## src/rtl/io_serial_pkg.sv

```systemverilog
// Shared definitions for the host serial link: frame header tag, channel ids
// and the state encodings of the byte receiver and the frame parser.
package io_serial_pkg;

  localparam logic [4:0] FRAME_HDR_TAG = 5'b10100;
  localparam int         NUM_CHAN      = 6;

  typedef enum logic [2:0] {
    CH_DSKY_VERB = 3'd0,
    CH_DSKY_NOUN = 3'd1,
    CH_AXI_G     = 3'd2,
    CH_AXI_RA    = 3'd3,
    CH_AXI_RB    = 3'd4,
    CH_AXI_ATX   = 3'd5
  } chan_e;

  typedef enum logic [1:0] {
    RX_IDLE  = 2'd0,
    RX_START = 2'd1,
    RX_DATA  = 2'd2,
    RX_STOP  = 2'd3
  } rx_state_e;

  typedef enum logic [1:0] {
    PS_HDR = 2'd0,
    PS_HI  = 2'd1,
    PS_LO  = 2'd2
  } parse_state_e;

  // A header byte carries the tag in [7:3] and a channel id 0..5 in [2:0].
  function automatic logic is_header(input logic [7:0] b);
    return (b[7:3] == FRAME_HDR_TAG) && (b[2:0] < 3'd6);
  endfunction

endpackage

```

## src/rtl/uart_rx_byte.sv

```systemverilog
// 8N1 UART byte receiver with a 2-flop input synchronizer.
// byte_valid / byte_err are single-cycle strobes with no backpressure: the
// consumer must take byte_data in the cycle byte_valid is high; byte_err
// marks a byte whose stop bit sampled low and carries no usable data.
module uart_rx_byte
  import io_serial_pkg::*;
#(
  parameter int CLKS_PER_BIT = 434
) (
  input  logic       clock,
  input  logic       reset,
  input  logic       rx_serial,
  output logic [7:0] byte_data,
  output logic       byte_valid,
  output logic       byte_err
);

  localparam int            CW        = $clog2(CLKS_PER_BIT);
  localparam logic [CW-1:0] HALF_LAST = CW'(CLKS_PER_BIT / 2 - 1);
  localparam logic [CW-1:0] FULL_LAST = CW'(CLKS_PER_BIT - 1);

  logic [1:0]    sync_q;
  logic          rx;
  rx_state_e     state_q, state_d;
  logic [CW-1:0] cnt_q, cnt_d;
  logic [2:0]    bit_q, bit_d;
  logic [7:0]    shift_q, shift_d;
  logic          valid_d, err_d;

  assign rx        = sync_q[1];
  assign byte_data = shift_q;

  // Two-flop synchronizer; resets to the idle-high line level.
  always_ff @(posedge clock or posedge reset) begin
    if (reset) sync_q <= 2'b11;
    else       sync_q <= {sync_q[0], rx_serial};
  end

  // State and datapath registers of the receiver.
  always_ff @(posedge clock or posedge reset) begin
    if (reset) begin
      state_q    <= RX_IDLE;
      cnt_q      <= '0;
      bit_q      <= '0;
      shift_q    <= '0;
      byte_valid <= 1'b0;
      byte_err   <= 1'b0;
    end else begin
      state_q    <= state_d;
      cnt_q      <= cnt_d;
      bit_q      <= bit_d;
      shift_q    <= shift_d;
      byte_valid <= valid_d;
      byte_err   <= err_d;
    end
  end

  // Next-state: start is confirmed at mid-bit, then one sample per bit period.
  always_comb begin
    state_d = state_q;
    cnt_d   = cnt_q;
    bit_d   = bit_q;
    shift_d = shift_q;
    valid_d = 1'b0;
    err_d   = 1'b0;
    case (state_q)
      RX_IDLE: begin
        cnt_d = '0;
        bit_d = '0;
        if (!rx) state_d = RX_START;
      end
      RX_START: begin
        if (cnt_q == HALF_LAST) begin
          cnt_d   = '0;
          // A line that is high again at mid-start was a glitch.
          state_d = rx ? RX_IDLE : RX_DATA;
        end else begin
          cnt_d = cnt_q + 1'b1;
        end
      end
      RX_DATA: begin
        if (cnt_q == FULL_LAST) begin
          cnt_d   = '0;
          shift_d = {rx, shift_q[7:1]};
          bit_d   = bit_q + 1'b1;
          if (bit_q == 3'd7) state_d = RX_STOP;
        end else begin
          cnt_d = cnt_q + 1'b1;
        end
      end
      RX_STOP: begin
        if (cnt_q == FULL_LAST) begin
          cnt_d   = '0;
          valid_d = rx;
          err_d   = !rx;
          state_d = RX_IDLE;
        end else begin
          cnt_d = cnt_q + 1'b1;
        end
      end
      default: state_d = RX_IDLE;
    endcase
  end

endmodule

```

## src/rtl/io_serial_rx.sv

```systemverilog
// Host link receiver: parses 3-byte channel-update frames (header, high
// 7 bits, low 8 bits) and holds the latest 15-bit value for each of the six
// AGC input channels. Outputs are registered and read combinationally by
// the register file.
module io_serial_rx
  import io_serial_pkg::*;
#(
  parameter int CLKS_PER_BIT = 434,
  parameter int TIMEOUT_CLKS = 65536
) (
  input  logic        clock,
  input  logic        reset,
  input  logic        rx_serial,
  output logic [14:0] dsky_verb,
  output logic [14:0] dsky_noun,
  output logic [14:0] axi_g,
  output logic [14:0] axi_ra,
  output logic [14:0] axi_rb,
  output logic [14:0] axi_atx,
  output logic        update_valid,
  output logic [2:0]  update_chan,
  output logic        frame_err
);

  localparam int            TW        = $clog2(TIMEOUT_CLKS + 1);
  localparam logic [TW-1:0] IDLE_LAST = TW'(TIMEOUT_CLKS - 1);

  logic [7:0]    byte_data;
  logic          byte_valid, byte_err;

  parse_state_e  state_q, state_d;
  chan_e         chan_q, chan_d;
  logic [6:0]    hi_q, hi_d;
  logic [TW-1:0] idle_q, idle_d;
  logic          load_en, err_d, timeout_hit;
  logic [14:0]   chan_reg [NUM_CHAN];

  uart_rx_byte #(
    .CLKS_PER_BIT(CLKS_PER_BIT)
  ) u_rx (
    .clock     (clock),
    .reset     (reset),
    .rx_serial (rx_serial),
    .byte_data (byte_data),
    .byte_valid(byte_valid),
    .byte_err  (byte_err)
  );

  assign dsky_verb = chan_reg[CH_DSKY_VERB];
  assign dsky_noun = chan_reg[CH_DSKY_NOUN];
  assign axi_g     = chan_reg[CH_AXI_G];
  assign axi_ra    = chan_reg[CH_AXI_RA];
  assign axi_rb    = chan_reg[CH_AXI_RB];
  assign axi_atx   = chan_reg[CH_AXI_ATX];

  // The idle counter hitting its last value aborts a partially received frame.
  assign timeout_hit = (state_q != PS_HDR) && (idle_q == IDLE_LAST);

  // Parser state, latched channel id, high data bits and idle counter.
  always_ff @(posedge clock or posedge reset) begin
    if (reset) begin
      state_q <= PS_HDR;
      chan_q  <= CH_DSKY_VERB;
      hi_q    <= '0;
      idle_q  <= '0;
    end else begin
      state_q <= state_d;
      chan_q  <= chan_d;
      hi_q    <= hi_d;
      idle_q  <= idle_d;
    end
  end

  // Next-state: a received byte always takes priority over the timeout.
  always_comb begin
    state_d = state_q;
    chan_d  = chan_q;
    hi_d    = hi_q;
    idle_d  = idle_q;
    load_en = 1'b0;
    err_d   = 1'b0;
    if (byte_err) begin
      err_d   = 1'b1;
      state_d = PS_HDR;
      idle_d  = '0;
    end else if (byte_valid) begin
      idle_d = '0;
      case (state_q)
        PS_HDR: begin
          if (is_header(byte_data)) begin
            chan_d  = chan_e'(byte_data[2:0]);
            state_d = PS_HI;
          end else begin
            err_d = 1'b1;
          end
        end
        PS_HI: begin
          if (byte_data[7]) begin
            err_d   = 1'b1;
            state_d = PS_HDR;
          end else begin
            hi_d    = byte_data[6:0];
            state_d = PS_LO;
          end
        end
        PS_LO: begin
          load_en = 1'b1;
          state_d = PS_HDR;
        end
        default: begin
          err_d   = 1'b1;
          state_d = PS_HDR;
        end
      endcase
    end else if (state_q == PS_HDR) begin
      idle_d = '0;
    end else if (timeout_hit) begin
      err_d   = 1'b1;
      state_d = PS_HDR;
      idle_d  = '0;
    end else begin
      idle_d = idle_q + 1'b1;
    end
  end

  // Channel registers and the registered update / error strobes.
  always_ff @(posedge clock or posedge reset) begin
    if (reset) begin
      update_valid <= 1'b0;
      update_chan  <= '0;
      frame_err    <= 1'b0;
      for (int i = 0; i < NUM_CHAN; i++) chan_reg[i] <= '0;
    end else begin
      update_valid <= load_en;
      frame_err    <= err_d;
      if (load_en) update_chan <= chan_q;
      for (int i = 0; i < NUM_CHAN; i++) begin
        if (load_en && (chan_q == 3'(i))) chan_reg[i] <= {hi_q, byte_data};
      end
    end
  end

endmodule

```

## config.mk

```make
export PLATFORM = sky130hd
export DESIGN_NAME = io_serial_rx
export DESIGN_NICKNAME = d
export VERILOG_FILES = /design/src/rtl/io_serial_pkg.sv /design/src/rtl/uart_rx_byte.sv /design/src/rtl/io_serial_rx.sv
export SDC_FILE = /design/constraint.sdc
export NUM_CORES = 1
export LEC_CHECK = 0
export CORE_MARGIN = 4
export CORE_UTILIZATION = 30
export DETAILED_ROUTE_END_ITERATION = 6
export HOLD_SLACK_MARGIN = 0.03
export PLACE_DENSITY = 0.5
export SYNTH_ARGS = -nofsm -noshare
export SYNTH_HDL_FRONTEND = slang
export SYNTH_SLANG_ARGS = --single-unit
```

## constraint.sdc

```tcl
create_clock -name clock -period 5.8 [get_ports clock]
set_input_delay 0.87 -clock clock [delete_from_list [all_inputs] [get_ports clock]]
set_output_delay 0.87 -clock clock [all_outputs]
set_load 0.005 [all_outputs]
```

==> results of run 1 <==
stage by stage:
stage                     utilization  power (mW)  hold WS [ps]  instances
after floorplan                     -       1.083         345.2        443
after detailed placement       0.3670       1.092         350.0        790
after CTS                      0.3979       2.265         359.1        822
after global placement         0.3670       1.091         347.2        790
final                          0.3979       2.230         356.4        822
after global routing           0.3979       2.319         363.7        822
cells by family after synthesis:
group           count (synthesis)  share of synthesized area
compound gates                 41                    0.04171
fa+ha+maj                       7                    0.01390
simple gates                   92                     0.1003
mux                           116                     0.2141
flops                         150                     0.5962
xor+xnor                        6                   0.008342
buf+inv                        31                    0.02542
critical path, stage by stage (launching register included):
cell     delay (ps)
dfrtp_1         420
ha_1            250
nand4_1         260
nor4_1          120
and3_1          200
ha_1            180
nor3_1          870
nand2_1         530
a21oi_1         260
path summary, 6_finish.rpt:
kind	from	end	slack (ps)	depth (start not counted)
worst max-delay path	idle_q[0]	idle_q[12]	2620	8
max in group asynchronous	reset	dsky_noun[12]	3610	3
worst max register to register	idle_q[0]	idle_q[12]	2620	8
worst min-delay path	u_rx.sync_q[0]	u_rx.sync_q[1]	360	0
min in group asynchronous	reset	u_rx.cnt_q[0]	1090	2
worst min register to register	u_rx.sync_q[0]	u_rx.sync_q[1]	360	0
layer usage:
layer / wire (um) / vias to the layer above / part of all wire / global-route usage
li1: - / 1816 / - / -
met1: 6404 / 2038 / 0.44 / 0.1629
met2: 7483 / 77 / 0.51 / 0.2164
met3: 484 / 15 / 0.033 / 0.03082
met4: 209 / 0 / 0.014 / 0.04243
met5: 0 / - / 0 / 0
cells in the final DEF, fill, tap and decap left out, types with 5 or more instances in the layout:
cell	netlist	final
dfrtp_1	148	148
o21ai_0	7	7
mux2_2	97	97
ha_1	7	7
or3_1	7	7
clkdlybuf4s50_1	0	97
nand3_1	16	16
mux2i_1	5	5
nand4_1	6	6
a21oi_1	14	14
inv_1	10	9
nor2_1	10	10
nor4_1	5	5
clkbuf_16	0	17
nand2_1	10	10
mux2_4	13	13
cell type report:
cell class                 instances  area, um2
clock buffer                      18      429.2
clock inverter                    14      201.4
fill                            1918      12300
inverter                          10      42.54
multi-input combinational        262       2384
sequential                       150       3756
tap                              270      337.8
timing repair buffer              98      978.4
flip-flops by register name, summed over array words and instances (netlist names), named ones only:
register	cells
hi_q	7
u_rx.state_q	1
u_rx.sync_q	2
axi_rb	15
u_rx.byte_valid	1
u_rx.bit_q	3
u_rx.byte_data	8
u_rx.byte_err	1
update_chan	3
axi_g	15
frame_err	1
update_valid	1
u_rx.cnt_q	9
idle_q	17
state_q	2
dsky_verb	15
dsky_noun	15
axi_atx	15
axi_ra	15
chan_q	3
power by group through the flow:
stage               logic, mW  registers [mW]  clock network (mW)
finish                 0.0221            1.05                1.16
global route           0.0268            1.05                1.24
CTS                    0.0242            1.05                1.19
detailed placement     0.0241            1.07                   0
global placement       0.0233            1.07                   0
floorplan              0.0152            1.07                   0
==> metrics.md, run 1 <==
| Metric | Value |
|---|---|
| DR DRC count | `0` |
| Gr ovfl total | `0` |
| Setup ws final | `~2600 ps` |
| Predominant post-synthesis flop cell | `dfrtp_1` |
| I/O pin cnt | `a little under 100` |
| Distinct cells, synth | `60` |
| Cell taking the most area after synthesis | `dfrtp_1` |
| Via count | `slightly below 4000` |
| Post-synth EDFFs | `0` |
| Seq/Total Area, Yosys | `0.5962` |
| Fmax | `approximately 310 MHz` |
| Max_cap viols | `0` |
| Post-detailed-route wirelength per cell | `17.74 um` |
| Nature of the critical path endpoint | `flip-flop` |
| Total CTS buffers | `17` |
| Cts repair resizes | `0` |
| Dpl cell area | `7498 um2` |
| Die Area | `around 23000 um2` |
| DRT iter0 DRCs | `roughly 230` |
| Number of global-route vias before repair | `4085` |
| Final Cell Area | `a little over 8000 um2` |
| Worst Tran Pin Value | `roughly 1100 ps` |
| Rel. slew slack | `0.2300` |
| WP data required | `slightly above 6000 ps` |
| Initial antenna violation count | `0` |
| Post-Syn Instances | `about 440` |
| Sw Pwr | `about 460 uW` |
| Clock Skew | `around 3.9 ps` |
| Setup Viol. Count Final | `0` |
| Syn avg cell area | `14.22 um2` |
| Ant diodes | `0` |
| Starting density of the core | `0.3084` |
| Comb pwr share | `0.010` |
| Worst EP arrival | `approximately 3500 ps` |
| Critical path type | `flip-flop to flip-flop` |
| CTS tree | `built` |
| Clk buf depth | `2` |
| Port buffer count | `97` |
| Final Hold Violating Endpoints | `0` |
| Drt first pass iters | `4` |
| H-tree Lvls | `4` |
| Rows | `52` |
| Routability cong. | `around 0.73` |
| Via/cell ratio | `~4.8` |
| Top post-synthesis cells by area | `dfrtp_1 59%, mux2_2 17%, mux2_4 3.1%, ha_1 1.4%, nand3_1 1.3%` |
| Routed Antenna Nets | `0` |
| Clock share of power | `0.520` |
| Synth Net Count | `453` |
| Clock slew at reported path FFs | `~60 ps` |
| Final net count | `~550` |
| Leakage power | `about 3.7 nW` |
| Min-delay worst type | `flip-flop to flip-flop` |
| Mapped Area | `about 6300 um2` |
| RSZ-0062 raised after global routing | `false` |
| Switching share of total power | `0.2041` |
| CP startpoint kind | `flip-flop` |
| Area delta synth->final | `29.04%` |
| GR Util All Layers | `0.1284` |
| Setup slack after placement | `2647 ps` |
| Tcrit/Tclk final | `0.5479` |
| First-pass GRT wire length | `roughly 24000 um` |
| Sequential share of power | `0.470` |
| Pins over their slew limit | `0` |
| Core Box Area | `slightly above 20000 um2` |
| Minimum clock period | `3178 ps` |
| Die Wd | `152.9 um` |
| Post-CTS Setup Inserts | `0` |
| Synthesized flop and latch total | `150` |
| Post-route setup TNS | `0 ps` |
| Sink Count | `150` |
| Root buffer cell | `clkbuf_16` |
| Hpwl dp | `roughly 9800 um` |
| Worst-path maximum fanout | `12` |
| Outcome | `complete, no violations` |
| Share of post-route cells with drive strength above 1 | `0.2844` |
| Synth warn | `0` |
| Peak supply drop | `approximately 0.17 mV` |
| Cts hold-fix bufs | `0` |
| Die height | `about 150 um` |
| Post-Route WL | `14580 um` |
| Count leader, synth | `dfrtp_1` |
| FFs w/ async S/R, synth | `1.000` |
| Pwr per Cell Area | `around 270 nW/um2` |
| Post-synth top cells | `148 x dfrtp_1, 97 x mux2_2, 16 x nand3_1, 14 x a21oi_1, 13 x mux2_4` |
| Clock latency on the worst-skew pair | `between 400 and 500 ps` |
| Internal power | `around 1.8 mW` |
| Largest net degree at the start of global routing | `~110` |
| Yosys top cell area share | `0.5879` |
Power figures use the tool's default switching activity.
==> run 2: changes to the inputs <==
clock period = 3 ns   (was 5.8 ns; I/O delays follow)
==> run 2 against run 1 <==
  * First-iteration DRC count shrank 3.5%
  * Sequential share of layout area is essentially flat
  * Flip-flop and latch count is the same
  * Critical path type unchanged
  * Highest routed layer unchanged
==> metrics.md, run 2 (synthesized netlist as in run 1, its figures left out) <==
| Metric | Value |
|---|---|
| Outcome | `complete, no violations (unchanged)` |
| Clock Skew | `9.333 ps (was 3.949 ps)` |
| CTS tree | `built (unchanged)` |
| Worst-path maximum fanout | `12 (unchanged)` |
| Share of post-route cells with drive strength above 1 | `0.2896 (was 0.2844)` |
| CP max-delay cell | `dfrtp_1 (was nor3_1)` |
| Die Wd | `152.9 um (unchanged)` |
| First-pass GRT wire length | `23890 um (was 23780 um)` |
| Routed Antenna Nets | `0 (unchanged)` |
| Fmax | `430.0 MHz (was 314.7 MHz)` |
| GR Util All Layers | `0.1297 (was 0.1284)` |
| Pins over their slew limit | `0 (unchanged)` |
| RSZ-0062 raised after global routing | `false (unchanged)` |
| Final Hold Violating Endpoints | `0 (unchanged)` |
| Hpwl dp | `9993 um (was 9803 um)` |
| Post-CTS Setup Inserts | `0 (unchanged)` |
| Pwr per Cell Area | `513.1 nW/um2 (was 274.3 nW/um2)` |
| Peak supply drop | `0.3757 mV (was 0.1693 mV)` |
| Critical path type | `flip-flop to flip-flop (unchanged)` |
| Tcrit/Tclk final | `0.7752 (was 0.5479)` |
| Worst EP arrival | `2610 ps (was 3500 ps)` |
| Leakage power | `3.714 nW (was 3.725 nW)` |
| Most frequent cells in the layout | `148 x dfrtp_1, 97 x mux2_2, 97 x clkdlybuf4s50_1 (unchanged)` |
| Minimum clock period | `2326 ps (was 3178 ps)` |
| Cts repair resizes | `0 (unchanged)` |
| Nature of the critical path endpoint | `flip-flop (unchanged)` |
| Initial antenna violation count | `0 (unchanged)` |
| Core Box Area | `20430 um2 (unchanged)` |
| Starting density of the core | `0.3084 (unchanged)` |
| Gr ovfl total | `0 (unchanged)` |
| Max_cap viols | `0 (unchanged)` |
| Sink Count | `150 (unchanged)` |
| Largest net degree at the start of global routing | `119 (was 114)` |
| Area delta synth->final | `28.94% (was 29.04%)` |
| Final Non-Filler Cells | `826 (was 822)` |
| DR DRC count | `0 (unchanged)` |
| Reg with most FFs | `idle_q (unchanged)` |
| Number of global-route vias before repair | `4106 (was 4085)` |
| Rel. slew slack | `0.4740 (was 0.2300)` |
| Drt first pass iters | `4 (unchanged)` |
| Via count | `3959 (was 3946)` |
| Ant diodes | `0 (unchanged)` |
| Port buffer count | `97 (unchanged)` |
| Max reg flops | `17 (unchanged)` |
| Post-route setup TNS | `0 ps (unchanged)` |
| Rows | `52 (unchanged)` |
| Cts hold-fix bufs | `0 (unchanged)` |
| Crit path cell chain | `ha_1 > nand4_1 > nor4_1 > and3_1 > ha_1 > nor3_1 > nand2_1 > nor2_1 (was ha_1 > nand4_1 > nor4_1 > and3_1 > ha_1 > nor3_1 > nand2_1 > a21oi_1)` |
| Most frequent CP cell | `ha_1 (unchanged)` |
| Commonest non-fill, non-tap cell in the layout | `dfrtp_1 (unchanged)` |
| Total CTS buffers | `17 (unchanged)` |
| Clock slew at reported path FFs | `60 ps (about the same)` |
| CP startpoint kind | `flip-flop (unchanged)` |
| Via/cell ratio | `4.793 (was 4.800)` |
| DRT iter0 DRCs | `223 (was 231)` |
| Clk buf depth | `2 (unchanged)` |
| Fill count | `1929 (was 1918)` |
| Final net count | `553 (was 549)` |
| I/O pin cnt | `98 (unchanged)` |
| WP data required | `3280 ps (was 6120 ps)` |
| Clock latency on the worst-skew pair | `420 ps (was 410 ps)` |
| Routability cong. | `0.7819 (was 0.7308)` |
| Cell count after placement | `794 (was 790)` |
| Root buffer cell | `clkbuf_16 (unchanged)` |
| H-tree Lvls | `4 (unchanged)` |
| Worst Tran Pin Value | `783.7 ps (was 1146 ps)` |
| Die height | `152.9 um (unchanged)` |
| Max incr delay on CP | `410 ps (was 870 ps)` |
| Critical path buffers and inverters | `0 (unchanged)` |
| Setup Viol. Count Final | `0 (unchanged)` |
| Post-detailed-route wirelength per cell | `17.94 um (was 17.74 um)` |
| Die Area | `23380 um2 (unchanged)` |
| Min-delay worst type | `flip-flop to flip-flop (unchanged)` |
| Crit path max-delay family | `simple AND/OR/NAND/NOR gates (unchanged)` |
| Post-Route WL | `14820 um (was 14580 um)` |
-- run 2: cell count changes in the layout (fill, tap and decap cells not counted) --
cell,delta
inv_8,-1
buf_12,+1
bufinv_16,-2
buf_4,+3
clkinvlp_4,+3
-- run 2: path summary, 6_finish.rpt --
| kind | startpoint | end | slack [ps] | cells after the start |
|---|---|---|---|---|
| worst max-delay path | idle_q[0] | idle_q[2] | 670 | 8 |
| worst min-delay path | u_rx.sync_q[0] | u_rx.sync_q[1] | 360 | 0 |
| worst max register to register | idle_q[0] | idle_q[2] | 670 | 8 |
| worst min register to register | u_rx.sync_q[0] | u_rx.sync_q[1] | 360 | 0 |
| max in group asynchronous | reset | dsky_noun[6] | 1920 | 3 |
| min in group asynchronous | reset | idle_q[12] | 550 | 3 |
-- run 2: layout make-up --
class                   count  area, um2  area share
clock buffers              18      429.2     0.05283
well taps                 270      337.8     0.04159
multi-input cells         262       2384      0.2934
repair buffers            102       1021      0.1257
flip-flops and latches    150       3756      0.4624
clock inverters            14      153.9     0.01895
inverters                  10      41.29    0.005083
-- run 2: power by group --
| part | internal, mW | switching (mW) | total, mW | leakage (nW) |
|---|---|---|---|---|
| Clock | 1.23 | 0.865 | 2.09 | 0.265 |
| Combinational | 0.00613 | 0.0396 | 0.0458 | 1.37 |
| Sequential | 2.03 | 0.00129 | 2.03 | 2.07 |
-- run 2: per-layer routing --
metal / vias up / GRT usage / routed length (um)
met5: - / 0 / 0
met4: 0 / 0.03309 / 125
met3: 10 / 0.03647 / 507
met2: 75 / 0.2164 / 7388
met1: 2058 / 0.1672 / 6798
li1: 1816 / - / -
-- run 2: through the flow --
stage	instance area [um2]	util	power [mW]	hold WS [ps]	setup WS [ps]
6_report	8123	0.3976	4.168	361.8	674.3
5_1_grt	8123	0.3976	4.319	369.9	446.6
4_1_cts	8123	0.3976	4.219	364.1	667.2
3_5_place_dp	7540	0.3691	2.114	355.2	691.8
3_3_place_gp	7540	0.3691	2.112	349.3	777.1
2_1_floorplan	6304	-	2.094	345.2	662.7
==> run 3: changes to the inputs <==
clock period = 2.42 ns   (was 3 ns; I/O delays follow)
==> run 3 against run 2 <==
  * Final area grew 1.7%
  * Combinational power grew 29%
  * Power grew 27%
  * Flip-flop and latch count is the same
  * Critical path type unchanged
==> metrics.md, run 3 (synthesized netlist as in run 1, its figures left out) <==
| Metric | Value |
|---|---|
| Outcome | `complete, no violations (unchanged)` |
| Clock latency on the worst-skew pair | `420 ps (about the same)` |
| Worst Tran Pin Value | `791.2 ps (was 783.7 ps)` |
| Post-CTS Setup Inserts | `0 (unchanged)` |
| Die height | `152.9 um (unchanged)` |
| Drt first pass iters | `4 (unchanged)` |
| Nature of the critical path endpoint | `flip-flop (unchanged)` |
| Commonest non-fill, non-tap cell in the layout | `dfrtp_1 (unchanged)` |
| Final net count | `565 (was 553)` |
| Pins over their slew limit | `0 (unchanged)` |
| Starting density of the core | `0.3084 (unchanged)` |
| Min-delay worst type | `input pin to flip-flop (was flip-flop to flip-flop)` |
| Gr ovfl total | `0 (unchanged)` |
| Tcrit/Tclk final | `0.8751 (was 0.7752)` |
| CTS tree | `built (unchanged)` |
| First-pass GRT wire length | `24740 um (was 23890 um)` |
| Initial antenna violation count | `0 (unchanged)` |
| Hpwl dp | `10310 um (was 9993 um)` |
| Die Wd | `152.9 um (unchanged)` |
| Minimum clock period | `2118 ps (was 2326 ps)` |
| Fin util | `0.4045 (was 0.3976)` |
| Final Hold Violating Endpoints | `0 (unchanged)` |
| Peak supply drop | `0.4997 mV (was 0.3757 mV)` |
| Clock slew at reported path FFs | `60 ps (about the same)` |
| Pwr per Cell Area | `638.5 nW/um2 (was 513.1 nW/um2)` |
| GR Util All Layers | `0.1333 (was 0.1297)` |
| Root buffer cell | `clkbuf_16 (unchanged)` |
| Number of global-route vias before repair | `4357 (was 4106)` |
| Via/cell ratio | `4.774 (was 4.793)` |
| Post-route setup TNS | `0 ps (unchanged)` |
| Post-detailed-route wirelength per cell | `17.88 um (was 17.94 um)` |
| Via count | `4001 (was 3959)` |
| Fill count | `1924 (was 1929)` |
| Reg with most FFs | `idle_q (unchanged)` |
| Critical path type | `flip-flop to flip-flop (unchanged)` |
| Die Area | `23380 um2 (unchanged)` |
| Core Box Area | `20430 um2 (unchanged)` |
| Ant diodes | `0 (unchanged)` |
| CP startpoint kind | `flip-flop (unchanged)` |
| Setup Viol. Count Final | `0 (unchanged)` |
| Clock Skew | `7.962 ps (was 9.333 ps)` |
| Rows | `52 (unchanged)` |
| DR DRC count | `0 (unchanged)` |
| Clk buf depth | `2 (unchanged)` |
| Worst EP arrival | `2460 ps (was 2610 ps)` |
| R2R setup slack | `300 ps (was 670 ps)` |
| Dpl cell area | `7655 um2 (was 7540 um2)` |
| Largest net degree at the start of global routing | `80 (was 119)` |
| Area delta synth->final | `31.18% (was 28.94%)` |
| Area of the multi-input gates | `2391 um2 (was 2384 um2)` |
| Post-Route WL | `14980 um (was 14820 um)` |
| Fmax | `472.2 MHz (was 430.0 MHz)` |
| Register area | `3756 um2 (unchanged)` |
| Total CTS buffers | `17 (unchanged)` |
| Rel. slew slack | `0.4690 (was 0.4740)` |
| Max reg flops | `17 (unchanged)` |
| Port buffer count | `97 (unchanged)` |
| RSZ-0062 raised after global routing | `false (unchanged)` |
| DRT iter0 DRCs | `167 (was 223)` |
| Leakage power | `3.809 nW (was 3.714 nW)` |
| WP data required | `2760 ps (was 3280 ps)` |
| Most frequent cells in the layout | `148 x dfrtp_1, 97 x mux2_2, 97 x clkdlybuf4s50_1 (unchanged)` |
| Share of post-route cells with drive strength above 1 | `0.3081 (was 0.2896)` |
| H-tree Lvls | `4 (unchanged)` |
| Worst-path maximum fanout | `7 (was 12)` |
| Max_cap viols | `0 (unchanged)` |
| Routability cong. | `0.7442 (was 0.7819)` |
| I/O pin cnt | `98 (unchanged)` |
| Sink Count | `150 (unchanged)` |
| Final Cell Area | `8264 um2 (was 8123 um2)` |
| Routed Antenna Nets | `0 (unchanged)` |
## run 3: cell types whose count changed in the layout (fill, tap and decap cells not counted), moves of 2 or more
cell and change:
clkinv_2 +2, buf_12 +2, inv_6 +2, buf_4 +10
clkinvlp_4 -4
## run 3: repair_timing
action	in CTS	in global routing
hold buffers	0	0
pin swaps	0	0
gates resized for setup	1	1
setup endpoints to repair	12	9
## run 3: layout make-up
| class | instances | share of cell area |
|---|---|---|
| Clock inverter | 14 | 0.02089 |
| Sequential cell | 150 | 0.4545 |
| Timing Repair Buffer | 114 | 0.1375 |
| Multi-Input combinational cell | 262 | 0.2893 |
| Tap cell | 270 | 0.04088 |
| Clock buffer | 18 | 0.05193 |
| Inverter | 10 | 0.004996 |
## run 3: final timing paths
kind,from,endpoint,cells past startpoint
worst max register to register,idle_q[0],idle_q[13],9
max in group asynchronous,reset,dsky_noun[6],3
worst min register to register,u_rx.sync_q[0],u_rx.sync_q[1],0
min in group asynchronous,reset,update_valid,3
worst min-delay path,rx_serial,u_rx.sync_q[0],1
worst max-delay path,idle_q[0],idle_q[13],9
## run 3: power breakdown
group          internal (mW)  switching, mW
clock network           1.63           1.07
logic                0.00993         0.0494
registers               2.51        0.00157
total                   4.15           1.12
## run 3: routing by layer
metal | GRT usage | wire length [um]
met4 | 0.04964 | 225
met2 | 0.2223 | 7613
met3 | 0.02940 | 463
met5 | 0 | 0
met1 | 0.1707 | 6682
## run 3: critical path, cell delays in order, from the launching register on
cell,delay (ps)
dfrtp_1,420
ha_1,260
nand4_1,130
nor4_1,80
and3_1,190
ha_1,200
nor3_2,330
buf_4,220
nand3_1,80
mux2i_1,130
## run 3: through the flow
step	total power [mW]	setup slack (ps)	hold WS, ps	std cells
after floorplan	2.595	169.7	345.2	443
after global placement	2.621	181.6	348.4	806
after detailed placement	2.622	-53.73	351.6	806
after CTS	5.355	190.6	319.0	838
after global routing	5.463	100.2	320.3	838
final	5.277	302.3	342.9	838
